[src/rtl/reset_sequencer_if.sv]
// rtl/reset_sequencer_if.sv - button/lock/soft-reset inputs and staged reset outputs of reset_sequencer
// Optional cause_o member is present only when RESET_SEQ_CAUSE_EN is defined.
interface reset_sequencer_if #(
    parameter int NUM_CH = 3
);
    logic              button_i;
    logic              lock_i;
    logic              soft_rst_i;
    logic [NUM_CH-1:0] rst_o;
    logic              ready_o;
`ifdef RESET_SEQ_CAUSE_EN
    logic [1:0]        cause_o;

    modport master (
        output button_i, lock_i, soft_rst_i,
        input  rst_o, ready_o, cause_o
    );
    modport slave (
        input  button_i, lock_i, soft_rst_i,
        output rst_o, ready_o, cause_o
    );
`else
    modport master (
        output button_i, lock_i, soft_rst_i,
        input  rst_o, ready_o
    );
    modport slave (
        input  button_i, lock_i, soft_rst_i,
        output rst_o, ready_o
    );
`endif
endinterface

[src/rtl/reset_sequencer.sv]
// rtl/reset_sequencer.sv - staged reset release gated by debounced button and PLL lock, on USB_CLK60G
// Defining RESET_SEQ_CAUSE_EN adds cause_o (0 rst_i, 1 button, 2 lock loss, 3 soft).
module reset_sequencer #(
    parameter int NUM_CH          = 3,
    parameter int STAGE_CYCLES    = 4,
    parameter int DEBOUNCE_CYCLES = 8
) (
    input logic              clk_i,
    input logic              rst_i,
    reset_sequencer_if.slave bus
);
    localparam int SW = $clog2(STAGE_CYCLES);
    localparam int DW = $clog2(DEBOUNCE_CYCLES);
    localparam logic [SW-1:0]     STAGE_LAST = SW'(STAGE_CYCLES - 1);
    localparam logic [DW-1:0]     DEB_LAST   = DW'(DEBOUNCE_CYCLES - 1);
    localparam logic [NUM_CH-1:0] ALL_HELD   = {NUM_CH{1'b1}};
    localparam logic [NUM_CH-1:0] FIRST_OPEN = ALL_HELD << 1;

    typedef enum logic [1:0] {HOLD, RELEASE, RUN} state_t;

    logic              btn_s1, btn_s2, lock_s1, lock_s2;
    logic              btn_released;
    logic [DW-1:0]     deb_cnt;
    state_t            state;
    logic [SW-1:0]     stage_cnt;
    logic [NUM_CH-1:0] rst_q;
    logic [NUM_CH-1:0] rst_shift;
    logic              ready_q;
    logic              ok;
    logic              abort;

    assign ok        = btn_released & lock_s2;
    assign abort     = ~ok | bus.soft_rst_i;
    assign rst_shift = rst_q << 1;

    always_ff @(posedge clk_i or posedge rst_i) begin
        if (rst_i) begin
            btn_s1  <= 1'b0;
            btn_s2  <= 1'b0;
            lock_s1 <= 1'b0;
            lock_s2 <= 1'b0;
        end else begin
            btn_s1  <= bus.button_i;
            btn_s2  <= btn_s1;
            lock_s1 <= bus.lock_i;
            lock_s2 <= lock_s1;
        end
    end

    // Counter only runs while the synchronized button disagrees with the debounced state.
    always_ff @(posedge clk_i or posedge rst_i) begin
        if (rst_i) begin
            btn_released <= 1'b0;
            deb_cnt      <= '0;
        end else if (btn_s2 == btn_released) begin
            deb_cnt <= '0;
        end else if (deb_cnt == DEB_LAST) begin
            btn_released <= btn_s2;
            deb_cnt      <= '0;
        end else begin
            deb_cnt <= deb_cnt + SW'(0) + DW'(1);
        end
    end

    always_ff @(posedge clk_i or posedge rst_i) begin
        if (rst_i) begin
            state     <= HOLD;
            stage_cnt <= '0;
            rst_q     <= ALL_HELD;
            ready_q   <= 1'b0;
        end else begin
            case (state)
                HOLD: begin
                    rst_q   <= ALL_HELD;
                    ready_q <= 1'b0;
                    if (abort) begin
                        stage_cnt <= '0;
                    end else if (stage_cnt == STAGE_LAST) begin
                        stage_cnt <= '0;
                        rst_q     <= FIRST_OPEN;
                        if (FIRST_OPEN == '0) begin
                            state   <= RUN;
                            ready_q <= 1'b1;
                        end else begin
                            state <= RELEASE;
                        end
                    end else begin
                        stage_cnt <= stage_cnt + SW'(1);
                    end
                end
                default: begin
                    if (abort) begin
                        state     <= HOLD;
                        stage_cnt <= '0;
                        rst_q     <= ALL_HELD;
                        ready_q   <= 1'b0;
                    end else if (state == RELEASE) begin
                        // Bits clear bottom-up, so shifting left opens exactly the next channel.
                        if (stage_cnt == STAGE_LAST) begin
                            stage_cnt <= '0;
                            rst_q     <= rst_shift;
                            if (rst_shift == '0) begin
                                state   <= RUN;
                                ready_q <= 1'b1;
                            end
                        end else begin
                            stage_cnt <= stage_cnt + SW'(1);
                        end
                    end
                end
            endcase
        end
    end

    assign bus.rst_o   = rst_q;
    assign bus.ready_o = ready_q;

`ifdef RESET_SEQ_CAUSE_EN
    logic [1:0] cause_q;

    always_ff @(posedge clk_i or posedge rst_i) begin
        if (rst_i) begin
            cause_q <= 2'd0;
        end else if (state != HOLD && abort) begin
            if (!btn_released)
                cause_q <= 2'd1;
            else if (!lock_s2)
                cause_q <= 2'd2;
            else
                cause_q <= 2'd3;
        end
    end

    assign bus.cause_o = cause_q;
`endif
endmodule
[src/flat_wrapper.sv]
// flat-port wrapper written by rule: the top's interface ports become plain ports
module reset_sequencer_flat 
#(
    parameter int NUM_CH          = 3,
    parameter int STAGE_CYCLES    = 4,
    parameter int DEBOUNCE_CYCLES = 8
)
  (clk_i, rst_i, bus_button_i, bus_lock_i, bus_soft_rst_i, bus_rst_o, bus_ready_o);
  reset_sequencer_if #(.NUM_CH(NUM_CH)) bus_i ();
  input logic clk_i;
  input logic rst_i;
  input wire logic [$bits(bus_i.button_i)-1:0] bus_button_i;
  input wire logic [$bits(bus_i.lock_i)-1:0] bus_lock_i;
  input wire logic [$bits(bus_i.soft_rst_i)-1:0] bus_soft_rst_i;
  output wire logic [$bits(bus_i.rst_o)-1:0] bus_rst_o;
  output wire logic [$bits(bus_i.ready_o)-1:0] bus_ready_o;
  assign bus_i.button_i = bus_button_i;
  assign bus_i.lock_i = bus_lock_i;
  assign bus_i.soft_rst_i = bus_soft_rst_i;
  assign bus_rst_o = bus_i.rst_o;
  assign bus_ready_o = bus_i.ready_o;
  reset_sequencer #(.NUM_CH(NUM_CH), .STAGE_CYCLES(STAGE_CYCLES), .DEBOUNCE_CYCLES(DEBOUNCE_CYCLES)) u_core (.clk_i(clk_i), .rst_i(rst_i), .bus(bus_i));
endmodule
[config.mk]
export PLATFORM = sky130hd
export DESIGN_NAME = reset_sequencer_flat
export DESIGN_NICKNAME = d
export VERILOG_FILES = /design/src/rtl/reset_sequencer_if.sv /design/src/rtl/reset_sequencer.sv /design/src/flat_wrapper.sv
export SDC_FILE = /design/constraint.sdc
export NUM_CORES = 1
export LEC_CHECK = 0
export CAP_MARGIN = 10
export CORE_UTILIZATION = 43
export CTS_BUF_LIST = sky130_fd_sc_hd__clkbuf_4
export DETAILED_ROUTE_END_ITERATION = 6
export GPL_TIMING_DRIVEN = 0
export PLACE_DENSITY = 0.67
export SLEW_MARGIN = 10
export SYNTH_ARGS = -nofsm -noshare
export SYNTH_HDL_FRONTEND = slang
export SYNTH_SLANG_ARGS = --single-unit
[constraint.sdc]
create_clock -name clk_i -period 1.3 [get_ports clk_i]
set_clock_uncertainty 0.15 [all_clocks]
set_input_delay 0.325 -clock clk_i [delete_from_list [all_inputs] [get_ports clk_i]]
set_output_delay 0.325 -clock clk_i [all_outputs]
set_load 0.02 [all_outputs]
==> out/metrics.yaml, run 1 <==
yosys:
  syn_area_um2: 688
  syn_area_per_cell_um2: 12.3
  synth_cells: 56
  ys_seq_area_share_pct: 58.7
  synth.net_count: 65
  ys_warn_count: 0
  synth_cell_type_count: 24
  synth_seq_cells: 16
critical_path:
  rr_endpoint: "u_core.state[0]$_DFFE_PP0P_"
  crit_path_max_incr_delay_ns: 0.56
  reg2regPathDepth: 4
  reg2reg_setup_slack_ns: -0.05
  worstSetupEndpointType: "primary output"
  path_max_fanout: 2
  critPathRequiredTime_ns: 0.82
  cp_top_family: "flip-flops"
  worstPathCellList: "buf_6"
  r2r-start: "u_core.stage_cnt[1]$_DFFE_PP0P_"
  crit_slowest_cell: "dfstp_2"
  arrival_ns: 0.96
  crit_path_start_kind: "flop"
  path_class: "reg2out"
  path_buf_inv: 1
clock_tree:
  cts-hold-fix-buffers: 0
  clk_pin_slew_ns: 0.09
  cts_buffers: 3
  tritoncts: "built"
  htreeDepth: 1
  insertion_delay_ns: 0.29
  root_buffer: "clkbuf_4"
  clkSinkCount: 16
  clk_path_buf_depth: 2
layout:
  final_nets: 83
  seq_area_um2: 404
  num_antenna_cells: 0
  fin_area_um2: 918
  layout-drive-gt1-share_pct: 39.7
  multi_input_area_um2: 317
  mostFrequentLayoutCells: "dfrtp_1, buf_6, nor3_1"
  synthToLayoutAreaGrowth_pct: 33.5
  layout_commonest_cell: "dfrtp_1"
  nFillCells: 128
pwr:
  p_per_area_nw_per_um2: 1110
  ir_drop_mv: 0.800
  p_leak_nw: 0.405
sta:
  min_period_over_period_pct: 110
  post-route-min-period_ns: 1.43
  slew_violations: 0
  fin_ws_ns: -0.134
  holdWs_ns: 0.202
  hold_viol_final: 0
  max_slew_margin_pct: 61.1
  grt_setup_unrepaired: "true"
  setup-tns-final_ns: -0.441
  fmax_mhz: 697
  worst_slew_pin_slew_ns: 0.584
  timing.final.setup_violations: 5
placement:
  dp_hpwl_um: 788
  place_ws_ns: -0.359
  place_area_um2: 801
  gp_congestion: 0.718
  numPortBuffers: 8
global_routing:
  gr-usage-all-layers_pct: 16.1
  grt_max_degree: 17
  antenna_found_initial: 0
  grt_pass1_wl_um: 2060
  grt-ovfl-total: 0
  first_global_vias: 458
worst_hold_path:
  hold_end: "u_core.lock_s2$_DFF_PP0_"
  hp-class: "reg2reg"
  hold_depth: 0
  worstHoldStart: "u_core.lock_s1$_DFF_PP0_"
die:
  rows: 14
  ioPinCount: 9
  fp.dieW_um: 42.0
  fp.dieH_um: 42.0
  initial_utilization_pct: 45.7
  fp.coreArea_um2: 1510
  die-area_um2: 1760
run_status:
  status: "complete, but fails checks"
  violations: "negative setup slack"
run:
  maxCapViolCount: 0
routing:
  routedWlPerCell_um: 13.8
  ant_nets: 0
  wl_um: 1230
  via_per_inst: 5.53
  drt_pass1_iterations: 4
  drt_iter0_drc: 5
  drc: 0
  vias: 492
[cells by family (layout without fill, tap and decap cells)]
group           Yosys count  after routing  share of synthesized area, %
simple gates             20             20                          16.9
flops                    16             16                          58.7
compound gates            9              9                          9.46
fa+ha+maj                 4              4                          7.27
buf+inv                   4             21                          3.27
mux                       2              2                          3.09
xor+xnor                  1              1                          1.27
[report_power, final]
group	switching (mW)	leakage [nW]	total [mW]	internal [mW]
sequential	0.0421	0.201	0.598	0.556
clock	0.150	0.0154	0.262	0.111
combinational	0.0736	0.188	0.159	0.0853
total	0.266	0.405	1.02	0.752
[synthesized netlist by cell type]
master    instances  area (µm²)
a211o_1           1        8.76
a21o_2            1        8.76
a21oi_1           4        20.0
buf_6             1        11.3
dfrtp_1          13         325
dfstp_2           3        78.8
ha_1              4        50.1
inv_1             3        11.3
mux2_2            1        11.3
mux2i_1           1        10.0
nand2_1           1        3.75
nand2b_1          2        12.5
nand2b_4          1        13.8
nor2_1            4        15.0
nor2b_1           1        6.26
nor3_1            6        30.0
nor3b_1           1        7.51
nor4_1            2        12.5
o221a_2           1        11.3
o31a_1            1        8.76
o31ai_1           1        7.51
or2_2             1        6.26
or3b_1            1        8.76
xnor2_1           1        8.76
[cell type report]
cell class / count / area share [%]
sequential: 16 / 44.0
buffer: 1 / 1.23
clock inverter: 1 / 0.409
multi-input combinational: 36 / 34.5
inverter: 3 / 1.23
timing repair buffer: 13 / 14.0
clock buffer: 3 / 2.45
tap: 16 / 2.18
[state kept, by name, summed over array words and instances (netlist names)]
register,flops
u_core.bus.rst_o,3
u_core.stage_cnt,2
u_core.state,2
u_core.lock_s1,1
u_core.btn_s2,1
u_core.bus.ready_o,1
u_core.deb_cnt,3
u_core.btn_released,1
u_core.btn_s1,1
u_core.lock_s2,1
[per-stage QoR]
stage,util (%),cells,power (mW)
2_1_floorplan,-,56,0.697
3_3_place_gp,53.2,80,0.731
3_5_place_dp,53.2,80,0.743
4_1_cts,58.8,88,1.03
5_1_grt,61.0,89,1.08
6_report,61.0,89,1.02
[repair_timing]
| item | 4_1_cts | 5_1_grt |
|---|---|---|
| resized for setup | 29 | 6 |
| pin swaps | 2 | 3 |
| setup endpoints to repair | 7 | 10 |
| buffers inserted | 4 | 1 |
[routing by layer]
metal,vias to the layer above,global-route usage [%],wire [µm]
li1,232,-,-
met1,236,21.3,564
met2,18,23.8,574
met3,6,3.02,54
met4,0,11.6,32
met5,-,0,0
[worst register-to-register path, stage by stage, from the launching register on]
cell      delay [ns]
dfrtp_1         0.42
ha_4            0.18
nand2b_4        0.07
or3b_1          0.34
a21oi_1         0.12
[worst max path at each step]
| stage | cells past startpoint | startpoint | to | slack, ns |
|---|---|---|---|---|
| 2_1_floorplan | 3 | u_core.deb_cnt[0]$_DFF_PP0_ | u_core.btn_released$_DFFE_PP0P_ | 0.001 |
| 3_3_place_gp | 3 | bus_soft_rst_i | u_core.bus.rst_o[0]$_DFFE_PP1P_ | -0.37 |
| 3_5_place_dp | 3 | bus_soft_rst_i | u_core.bus.rst_o[0]$_DFFE_PP1P_ | -0.36 |
| 4_1_cts | 1 | u_core.bus.rst_o[0]$_DFFE_PP1P_ | bus_rst_o[0] | -0.15 |
| 5_1_grt | 1 | u_core.bus.rst_o[0]$_DFFE_PP1P_ | bus_rst_o[0] | -0.17 |
| 6_report | 1 | u_core.bus.rst_o[0]$_DFFE_PP1P_ | bus_rst_o[0] | -0.13 |
Note: power is estimated with default switching activity, not from simulation.
==> run 2: changes to the inputs <==
--- a/config.mk
+++ b/config.mk
@@ -7,10 +7,10 @@
 export LEC_CHECK = 0
 export CAP_MARGIN = 10
 export CORE_UTILIZATION = 43
-export CTS_BUF_LIST = sky130_fd_sc_hd__clkbuf_4
 export DETAILED_ROUTE_END_ITERATION = 6
 export GPL_TIMING_DRIVEN = 0
 export PLACE_DENSITY = 0.67
+export SKIP_CTS_REPAIR_TIMING = 1
 export SLEW_MARGIN = 10
 export SYNTH_ARGS = -nofsm -noshare
 export SYNTH_HDL_FRONTEND = slang
==> out/metrics.yaml, run 2 (synthesis gave the netlist of run 1 again) <==
worst_hold_path:
  hp-class: "reg2reg"
pwr:
  p_leak_nw: 0.393  # -2.9%
  ir_drop_mv: 0.801  # about the same
  total_power_mw: 1.08  # +6.4%
  p_per_area_nw_per_um2: 1190  # +7.3%
routing:
  drt_pass1_iterations: 3  # -1
  via_per_inst: 5.25  # -5.0%
  ant_nets: 0  # unchanged
  wl_um: 1100  # -9.9%
  drt_iter0_drc: 10  # +5
  drc: 0  # unchanged
  routedWlPerCell_um: 12.5  # -8.9%
  vias: 462  # -6.1%
sta:
  slew_violations: 0  # unchanged
  min_period_over_period_pct: 114  # +3.8 points
  max_slew_margin_pct: 61.6  # +0.52 points
  worst_slew_pin_slew_ns: 0.576  # -0.00776 ns
  holdWs_ns: 0.205  # +0.00295 ns
  fin_ws_ns: -0.184  # -0.0496 ns
  timing.final.setup_violations: 4  # -1
  post-route-min-period_ns: 1.48  # +0.0496 ns
  setup-tns-final_ns: -0.543  # -0.103 ns
  grt_setup_unrepaired: "true"
  hold_viol_final: 0  # unchanged
  fmax_mhz: 674  # -3.3%
placement:
  gp_congestion: 0.718  # unchanged
  dp_hpwl_um: 788  # unchanged
  place_area_um2: 801  # unchanged
  numPortBuffers: 8  # unchanged
global_routing:
  antenna_found_initial: 0  # unchanged
  grt-ovfl-total: 0  # unchanged
  first_global_vias: 447  # -2.4%
  grt_pass1_wl_um: 1980  # -3.7%
  grt_max_degree: 17  # unchanged
  gr-usage-all-layers_pct: 15.5  # -0.63 points
clock_tree:
  clkSinkCount: 16  # unchanged
  clk_pin_slew_ns: 0.09  # about the same
  clk_path_buf_depth: 2  # unchanged
  root_buffer: "clkbuf_4"
  tritoncts: "built"
  insertion_delay_ns: 0.29  # about the same
  cts_buffers: 3  # unchanged
  htreeDepth: 1  # unchanged
die:
  initial_utilization_pct: 45.7  # unchanged
  fp.dieW_um: 42.0  # unchanged
  die-area_um2: 1760  # unchanged
  fp.coreArea_um2: 1510  # unchanged
  rows: 14  # unchanged
  ioPinCount: 9  # unchanged
  fp.dieH_um: 42.0  # unchanged
run_status:
  status: "complete, but fails checks"
  violations: "negative setup slack"
critical_path:
  crit_path_start_kind: "flop"
  worstPathCellList: "buf_6"
  cp_top_family: "flip-flops"
  critPathRequiredTime_ns: 0.82  # about the same
  crit_slowest_cell: "dfstp_2"
  path_buf_inv: 1  # unchanged
  worstSetupEndpointType: "primary output"
  path_max_fanout: 5  # +3
  crit_path_max_incr_delay_ns: 0.59  # +0.03 ns
  path_class: "reg2out"
  arrival_ns: 1.01  # +0.05 ns
layout:
  mostFrequentLayoutCells: "dfrtp_1, nor3_1, buf_6"
  synthToLayoutAreaGrowth_pct: 32.4
  num_antenna_cells: 0  # unchanged
  fin_area_um2: 911  # -0.82%
  nFillCells: 130  # +1.6%
  final_nets: 82  # -1.2%
  layout-drive-gt1-share_pct: 40.3  # +0.55 points
  fin_util_pct: 60.5  # -0.50 points
  layout_commonest_cell: "dfrtp_1"
run:
  maxCapViolCount: 0  # unchanged
-- run 2: metal layers --
layer  wire (µm)  global-route usage (%)
met1         548                    21.3
met4          36                    11.6
met5           0                       0
met2         477                    21.6
met3          41                    3.02
-- run 2: worst paths after layout --
check                                                start                         endpoint  slack [ns]  cells after the start
max                        u_core.bus.rst_o[1]$_DFFE_PP1P_                     bus_rst_o[1]       -0.18                      1
min                                u_core.btn_s1$_DFF_PP0_          u_core.btn_s2$_DFF_PP0_        0.21                      0
max reg2reg                    u_core.state[1]$_DFFE_PP0P_      u_core.state[0]$_DFFE_PP0P_       -0.05                      4
min reg2reg                        u_core.btn_s1$_DFF_PP0_          u_core.btn_s2$_DFF_PP0_        0.21                      0
max in group asynchronous                            rst_i  u_core.stage_cnt[0]$_DFFE_PP0P_        0.36                      2
min in group asynchronous                            rst_i         u_core.lock_s2$_DFF_PP0_        0.23                      2
-- run 2: metrics by stage --
stage | worst slack, ns | cells
after floorplan | 0.00134 | 56
after global placement | -0.366 | 80
after detailed placement | -0.359 | 80
after CTS | -0.687 | 84
after global routing | -0.210 | 88
final | -0.184 | 88
-- run 2: final cells by class --
| type | count | area, µm² | share of cell area, % |
|---|---|---|---|
| Multi-Input combinational cell | 36 | 309 | 33.9 |
| Sequential cell | 16 | 405 | 44.5 |
| Clock buffer | 4 | 36.3 | 3.98 |
| Buffer | 1 | 11.3 | 1.24 |
| Inverter | 3 | 11.3 | 1.24 |
| Tap cell | 16 | 20.0 | 2.20 |
| Timing Repair Buffer | 12 | 118 | 12.9 |
-- run 2: power by group --
group | leakage [nW] | internal [mW] | switching [mW]
sequential | 0.199 | 0.556 | 0.0431
clock | 0.0210 | 0.171 | 0.157
combinational | 0.173 | 0.0851 | 0.0711
